File: config.mk
export PLATFORM = sky130hd
export DESIGN_NAME = minirv_ctrl
export DESIGN_NICKNAME = d
export VERILOG_FILES = /design/src/rtl/minirv_pkg.sv /design/src/rtl/minirv_perf_cnt.sv /design/src/rtl/minirv_ctrl.sv
export SDC_FILE = /design/constraint.sdc
export NUM_CORES = 1
export LEC_CHECK = 0
export CORE_AREA = 2 2 75 56
export CTS_CLUSTER_SIZE = 12
export DETAILED_ROUTE_END_ITERATION = 10
export DIE_AREA = 0 0 77 58
export PLACE_DENSITY = 0.86
export REMOVE_ABC_BUFFERS = 1
export SLEW_MARGIN = 10
export SYNTH_ARGS = -nofsm -noshare
export SYNTH_HDL_FRONTEND = slang
export SYNTH_SLANG_ARGS = --single-unit
File: constraint.sdc
create_clock -name clk -period 3.3 [get_ports clk]
set_input_delay 0.33 -clock clk [delete_from_list [all_inputs] [get_ports clk]]
set_output_delay 0.33 -clock clk [all_outputs]
set_load 0.03 [all_outputs]
File: src/rtl/minirv_pkg.sv
// minirv_pkg -- shared constants and types for the minirv multi-cycle controller.
//   Opcode / funct3 constants for the supported subset, FSM state enum,
//   write-back and PC select encodings, and the DECODE classifier.
package minirv_pkg;

   localparam logic [6:0] OP_ALUI   = 7'b0010011;
   localparam logic [6:0] OP_ALUR   = 7'b0110011;
   localparam logic [6:0] OP_LUI    = 7'b0110111;
   localparam logic [6:0] OP_JALR   = 7'b1100111;
   localparam logic [6:0] OP_LOAD   = 7'b0000011;
   localparam logic [6:0] OP_STORE  = 7'b0100011;
   localparam logic [6:0] OP_SYSTEM = 7'b1110011;

   localparam logic [2:0] F3_ADDI = 3'b000;
   localparam logic [2:0] F3_SLLI = 3'b001;
   localparam logic [2:0] F3_SRLI = 3'b101;
   localparam logic [2:0] F3_LW   = 3'b010;
   localparam logic [2:0] F3_LBU  = 3'b100;
   localparam logic [2:0] F3_SW   = 3'b010;
   localparam logic [2:0] F3_SB   = 3'b000;

   typedef enum logic [2:0] {
      ST_IDLE, ST_FETCH, ST_DECODE, ST_EXEC, ST_MEM, ST_WB, ST_HALT
   } state_t;

   typedef enum logic [1:0] {
      WB_ALU    = 2'b00,
      WB_MEM_W  = 2'b01,
      WB_MEM_BU = 2'b10,
      WB_PC4    = 2'b11
   } wb_sel_t;

   localparam logic PC_SEL_PLUS4 = 1'b0;
   localparam logic PC_SEL_JALR  = 1'b1;

   typedef enum logic [2:0] {
      DEC_EXEC, DEC_LOAD, DEC_STORE, DEC_SYS, DEC_ILL
   } dec_t;

   function automatic dec_t f_decode(input logic [6:0] op, input logic [2:0] f3);
      dec_t d;
      d = DEC_ILL;
      case (op)
         OP_ALUI:                  d = (f3 == F3_ADDI || f3 == F3_SLLI || f3 == F3_SRLI) ? DEC_EXEC : DEC_ILL;
         OP_ALUR, OP_LUI, OP_JALR: d = DEC_EXEC;
         OP_LOAD:                  d = (f3 == F3_LW || f3 == F3_LBU) ? DEC_LOAD : DEC_ILL;
         OP_STORE:                 d = (f3 == F3_SW || f3 == F3_SB) ? DEC_STORE : DEC_ILL;
         OP_SYSTEM:                d = DEC_SYS;
         default:                  d = DEC_ILL;
      endcase
      return d;
   endfunction

endpackage

File: src/rtl/minirv_perf_cnt.sv
// minirv_perf_cnt -- cycle and retired-instruction counters, both wrap at 2^32.
//   clk, rst_n       : clock, async active-low reset
//   i_cyc_en         : count this cycle
//   i_ret            : an instruction retires this cycle (PC update)
//   o_cycle_cnt      : active cycle count
//   o_instret_cnt    : retired instruction count
module minirv_perf_cnt (
   input  logic        clk,
   input  logic        rst_n,
   input  logic        i_cyc_en,
   input  logic        i_ret,
   output logic [31:0] o_cycle_cnt,
   output logic [31:0] o_instret_cnt
);

   logic [31:0] r_cycle_cnt;
   logic [31:0] r_instret_cnt;

   always_ff @(posedge clk or negedge rst_n) begin
      if (!rst_n) begin
         r_cycle_cnt   <= '0;
         r_instret_cnt <= '0;
      end else begin
         if (i_cyc_en) r_cycle_cnt   <= r_cycle_cnt + 32'd1;
         if (i_ret)    r_instret_cnt <= r_instret_cnt + 32'd1;
      end
   end

   assign o_cycle_cnt   = r_cycle_cnt;
   assign o_instret_cnt = r_instret_cnt;

endmodule

File: src/rtl/minirv_ctrl.sv
// minirv_ctrl -- multi-cycle control FSM for a minimal RV32 subset
//   (ADDI/SLLI/SRLI, R-type, LUI, JALR, LW/LBU, SW/SB, SYSTEM as halt).
//   Inputs : clk, rst_n, opcode, funct3, addr_lo, mem_ack
//   Outputs: mem_req, mem_is_data, mem_we, mem_wstrb, ir_we, pc_we, rf_wen,
//            pc_sel, wb_sel, halt, illegal, cycle_cnt, instret_cnt
//   Build option: define MINIRV_PERF_CNT_EN to include the performance
//   counters; otherwise cycle_cnt/instret_cnt are tied to 0.
//
//   state  | meaning
//   IDLE   | one cycle after reset, all outputs 0
//   FETCH  | instruction request, IR load on mem_ack
//   DECODE | classify opcode/funct3
//   EXEC   | ALU/LUI/JALR write-back and PC update
//   MEM    | data request, stores retire on mem_ack
//   WB     | load write-back and PC update
//   HALT   | terminal, halt/illegal held until reset
module minirv_ctrl
   import minirv_pkg::*;
(
   input  logic        clk,
   input  logic        rst_n,
   input  logic [6:0]  opcode,
   input  logic [2:0]  funct3,
   input  logic [1:0]  addr_lo,
   input  logic        mem_ack,
   output logic        mem_req,
   output logic        mem_is_data,
   output logic        mem_we,
   output logic [3:0]  mem_wstrb,
   output logic        ir_we,
   output logic        pc_we,
   output logic        rf_wen,
   output logic        pc_sel,
   output logic [1:0]  wb_sel,
   output logic        halt,
   output logic        illegal,
   output logic [31:0] cycle_cnt,
   output logic [31:0] instret_cnt
);

   state_t  r_state;
   logic    r_mem_req;
   logic    r_mem_is_data;
   logic    r_mem_we;
   logic    r_is_sb;
   logic    r_is_lbu;
   logic    r_rf_wen;
   logic    r_pc_we;
   logic    r_pc_sel;
   wb_sel_t r_wb_sel;
   logic    r_halt;
   logic    r_illegal;

   dec_t    w_dec;
   logic    w_ack_fetch;
   logic    w_ack_store;

   assign w_dec       = f_decode(opcode, funct3);
   assign w_ack_fetch = (r_state == ST_FETCH) && mem_ack;
   // r_mem_we is only ever set while in MEM for a store
   assign w_ack_store = (r_state == ST_MEM) && r_mem_we && mem_ack;

   // Request controls are registered so they cannot change while a request
   // waits for mem_ack; only the ack-qualified strobes are combinational.
   always_ff @(posedge clk or negedge rst_n) begin
      if (!rst_n) begin
         r_state       <= ST_IDLE;
         r_mem_req     <= 1'b0;
         r_mem_is_data <= 1'b0;
         r_mem_we      <= 1'b0;
         r_is_sb       <= 1'b0;
         r_is_lbu      <= 1'b0;
         r_rf_wen      <= 1'b0;
         r_pc_we       <= 1'b0;
         r_pc_sel      <= PC_SEL_PLUS4;
         r_wb_sel      <= WB_ALU;
         r_halt        <= 1'b0;
         r_illegal     <= 1'b0;
      end else begin
         r_rf_wen <= 1'b0;
         r_pc_we  <= 1'b0;
         r_pc_sel <= PC_SEL_PLUS4;
         r_wb_sel <= WB_ALU;
         case (r_state)
            ST_IDLE: begin
               r_state       <= ST_FETCH;
               r_mem_req     <= 1'b1;
               r_mem_is_data <= 1'b0;
            end
            ST_FETCH: begin
               if (mem_ack) begin
                  r_state   <= ST_DECODE;
                  r_mem_req <= 1'b0;
               end
            end
            ST_DECODE: begin
               r_is_sb  <= (opcode == OP_STORE) && (funct3 == F3_SB);
               r_is_lbu <= (opcode == OP_LOAD) && (funct3 == F3_LBU);
               case (w_dec)
                  DEC_EXEC: begin
                     r_state  <= ST_EXEC;
                     r_rf_wen <= 1'b1;
                     r_pc_we  <= 1'b1;
                     if (opcode == OP_JALR) begin
                        r_wb_sel <= WB_PC4;
                        r_pc_sel <= PC_SEL_JALR;
                     end
                  end
                  DEC_LOAD, DEC_STORE: begin
                     r_state       <= ST_MEM;
                     r_mem_req     <= 1'b1;
                     r_mem_is_data <= 1'b1;
                     r_mem_we      <= (w_dec == DEC_STORE);
                  end
                  DEC_SYS: begin
                     r_state <= ST_HALT;
                     r_halt  <= 1'b1;
                  end
                  default: begin
                     r_state   <= ST_HALT;
                     r_halt    <= 1'b1;
                     r_illegal <= 1'b1;
                  end
               endcase
            end
            ST_EXEC, ST_WB: begin
               r_state       <= ST_FETCH;
               r_mem_req     <= 1'b1;
               r_mem_is_data <= 1'b0;
            end
            ST_MEM: begin
               if (mem_ack) begin
                  r_mem_is_data <= 1'b0;
                  r_mem_we      <= 1'b0;
                  if (r_mem_we) begin
                     // store retired this cycle; next fetch goes out back-to-back
                     r_state <= ST_FETCH;
                  end else begin
                     r_state   <= ST_WB;
                     r_mem_req <= 1'b0;
                     r_rf_wen  <= 1'b1;
                     r_pc_we   <= 1'b1;
                     r_wb_sel  <= r_is_lbu ? WB_MEM_BU : WB_MEM_W;
                  end
               end
            end
            ST_HALT: r_state <= ST_HALT;
            default: r_state <= ST_IDLE;
         endcase
      end
   end

   assign mem_req     = r_mem_req;
   assign mem_is_data = r_mem_is_data;
   assign mem_we      = r_mem_we;
   // SW ignores addr_lo on purpose: misalignment is handled in the datapath
   assign mem_wstrb   = r_mem_we ? (r_is_sb ? (4'b0001 << addr_lo) : 4'b1111) : 4'b0000;
   assign ir_we       = w_ack_fetch;
   assign pc_we       = r_pc_we | w_ack_store;
   assign rf_wen      = r_rf_wen;
   assign pc_sel      = r_pc_sel;
   assign wb_sel      = r_wb_sel;
   assign halt        = r_halt;
   assign illegal     = r_illegal;

`ifdef MINIRV_PERF_CNT_EN
   logic w_cyc_en;
   assign w_cyc_en = (r_state != ST_IDLE) && (r_state != ST_HALT);

   minirv_perf_cnt u_perf_cnt (
      .clk           (clk),
      .rst_n         (rst_n),
      .i_cyc_en      (w_cyc_en),
      .i_ret         (pc_we),
      .o_cycle_cnt   (cycle_cnt),
      .o_instret_cnt (instret_cnt)
   );
`else
   assign cycle_cnt   = 32'd0;
   assign instret_cnt = 32'd0;
`endif

endmodule

==> results.md <==
* Worst-Skew Late Latency at approximately 250 ps
* CTS tree: yes
* Fin nets at approximately 210
* Area grow syn2layout at 10.1%
* Root Buffer: clkbuf_8
* Net switching power at about 0.33 mW
* Iteration count of the initial detailed-routing pass at 4
* Row cnt at 19
* Worst hold path type: input pin to asynchronous set/reset pin
* Mapped Area at between 0.001 and 0.0015 mm2
* Post-CTS sizing at 0
* Status: finished clean
* Crit end category: output pin
* Commonest non-fill, non-tap cells in the layout: conb_1 (64), clkdlybuf4s50_1 (29), dfrtp_1 (14)
* Worst EP required at 2970 ps
* Routability Congestion at 0.800
* Post-Place Cells at 243
* Final period util at around 76%
* Final hold vios at 0
* Antenna diodes at 0
* Die area at approximately 0.0045 mm2
* Clock Power Share at 22.6%
* Ys flop type: dfrtp_1
* Worst rel slew slack at 57.8%
* Seq pwr share at between 30% and 40%
* Synth unique cells at 35
* Final min period at about 2500 ps
* GR Util All Layers at ~11%
* Cts hold-fix bufs at 0
* Leak pwr at ~0.68 nW
* F_max at 401 MHz
* Total Routed Length at roughly 2600 um
* Clock transition at path regs at roughly 60 ps
* RSZ-0062 raised after global routing: no
* Final setup violation count at 0
* Boundary Pins at 94
* Cell Int Power at 0.414 mW
* Reg area at about 350 um2
* Max-slew violations at 0
* Final Non-Filler Cells at about 250
* VDD IR max at 0.000177 V
* DR WL/cell at approximately 10 um
* Vias in the first global route at about 830
* Dpl hpwl at around 2100 um
* Chip height at 58 um
* DRC viols at 0
* Post-synth EDFFs at 0
* Die Span X at between 70 and 80 um
* Switch share at around 45%
* CTS buffer count at 3
* Crit Path Class: flip-flop to output pin
* Sequential element share of the synthesized area at about 26%
* Multi-input gate area at approximately 700 um2
* H-tree lvl count at 1
* Fraction of layout cells with a size suffix above 1 at under 10%
* Clk_skew at ~0.98 ps
* # clock sinks at 14
* Global-route wire length before repair at about 3900 um
* Cells after Synth at 167
* Comb power frac at 44.8%
* Pwr Density at roughly 500 mW/mm2
* Buffers on Ports at 29
* Max_cap viols at 0
* Vias per std cell at ~4.2
* Post-synthesis sequential element count at 14
* Warnings from Yosys at 0
* Mean Syn Cell Area at just over 8 um2
* Commonest non-fill, non-tap cell in the layout: conb_1
* Worst-margin pin slew at approximately 630 ps
* Crit path max fanout at 8
* Core area at 0.00376 mm2
* DRT antenna net count at 0
* Pin count of the biggest net entering global routing at 15
* Via Count at 1038
* Postcts setup bufs at 0
* Clock Path Buffers at 2
* Iteration-0 DRC Markers at 94
* # fillers at slightly above 400
* Grt ovf at 0
* WP data arrival at approximately 2200 ps
* Crit path launch type: flip-flop
* Initial Util at between 30% and 40%
* Initial antenna violation count at 0
* Ys async rst share at between 90% and 100%
* TNS Setup at 0 ps
[sequential cells by signal, indices dropped and copies added, names as in the netlist]
| name | flops |
|---|---|
| r_state | 3 |
| wb_sel | 2 |
| halt | 1 |
| illegal | 1 |
| mem_is_data | 1 |
| mem_req | 1 |
| mem_we | 1 |
| pc_sel | 1 |
| r_is_lbu | 1 |
| r_is_sb | 1 |
| r_pc_we | 1 |
[Yosys cell counts, types with 2 or more instances]
cell type / count / share of area (%)
dfrtp_1: 14 / 26
a21oi_1: 6 / 2.2
inv_1: 7 / 1.9
nand2_1: 11 / 3.0
o21ai_0: 10 / 3.7
xnor2_1: 2 / 1.3
a311oi_1: 2 / 1.3
buf_4: 65 / 36
a211oi_1: 2 / 1.1
o21bai_1: 2 / 1.1
or3_1: 3 / 1.4
buf_2: 2 / 0.73
nor2b_1: 2 / 0.92
o22ai_1: 2 / 0.92
nand2b_1: 8 / 3.7
o21a_1: 3 / 1.7
nand4_1: 2 / 0.92
nor2_1: 6 / 1.7
nor3b_1: 2 / 1.1
[power groups by stage]
| stage | Clock, mW | Sequential [mW] | Combinational [mW] |
|---|---|---|---|
| floorplan | 0 | 0.252 | 0.226 |
| global placement | 0 | 0.240 | 0.326 |
| detailed placement | 0 | 0.243 | 0.331 |
| CTS | 0.172 | 0.241 | 0.333 |
| global route | 0.179 | 0.248 | 0.361 |
| finish | 0.169 | 0.243 | 0.335 |
[cell type report]
class	instances	area share (%)
flip-flops and latches	14	23.3
clock buffers	4	3.67
repair buffers	29	19.3
well taps	52	4.33
inverters	7	1.75
multi-input cells	141	47.6
[path summary, 6_finish.rpt]
check | start | to | slack (ps) | cells after the start
max | r_state[2] | ir_we | 810 | 4
min | rst_n | halt | 470 | 1
max reg2reg | r_state[1] | r_is_lbu | 1680 | 4
min reg2reg | illegal | illegal | 470 | 1
max in group asynchronous | rst_n | r_state[1] | 2420 | 1
min in group clk | illegal | illegal | 470 | 1
[cell families after synthesis]
group                     count (synthesis)  share of synthesized area (%)
buffers and inverters                    75                           39.3
and+or+nand+nor                          42                           18.0
AOI/OAI and AO/OA                        33                           15.5
DFF                                      14                           25.7
xor gates and xnor gates                  2                           1.28
other                                     1                          0.275
[routing by layer]
layer / vias to the layer above / track usage (%) / routed length (um)
met4: 0 / 7.65 / 61
met2: 62 / 17.5 / 1210
li1: 489 / - / -
met5: - / 0 / 0
met3: 5 / 2.34 / 223
met1: 482 / 13.8 / 1070
[critical path: stages, from the launching register on]
cell,delay [ps]
dfrtp_1,460
nand2b_1,240
or3b_1,440
inv_1,100
clkdlybuf4s50_1,670
[per-stage QoR]
step	setup WS, ps	hold WS [ps]	cell area (um2)	util, %	power [mW]
after CTS	813	480	1500	40.0	0.746
after global placement	874	457	1450	38.5	0.566
after detailed placement	858	467	1450	38.5	0.575
after global routing	734	496	1500	40.0	0.789
after floorplan	1650	34.4	1090	-	0.478
final	807	473	1500	40.0	0.747
(Power assumes the default switching activity.)
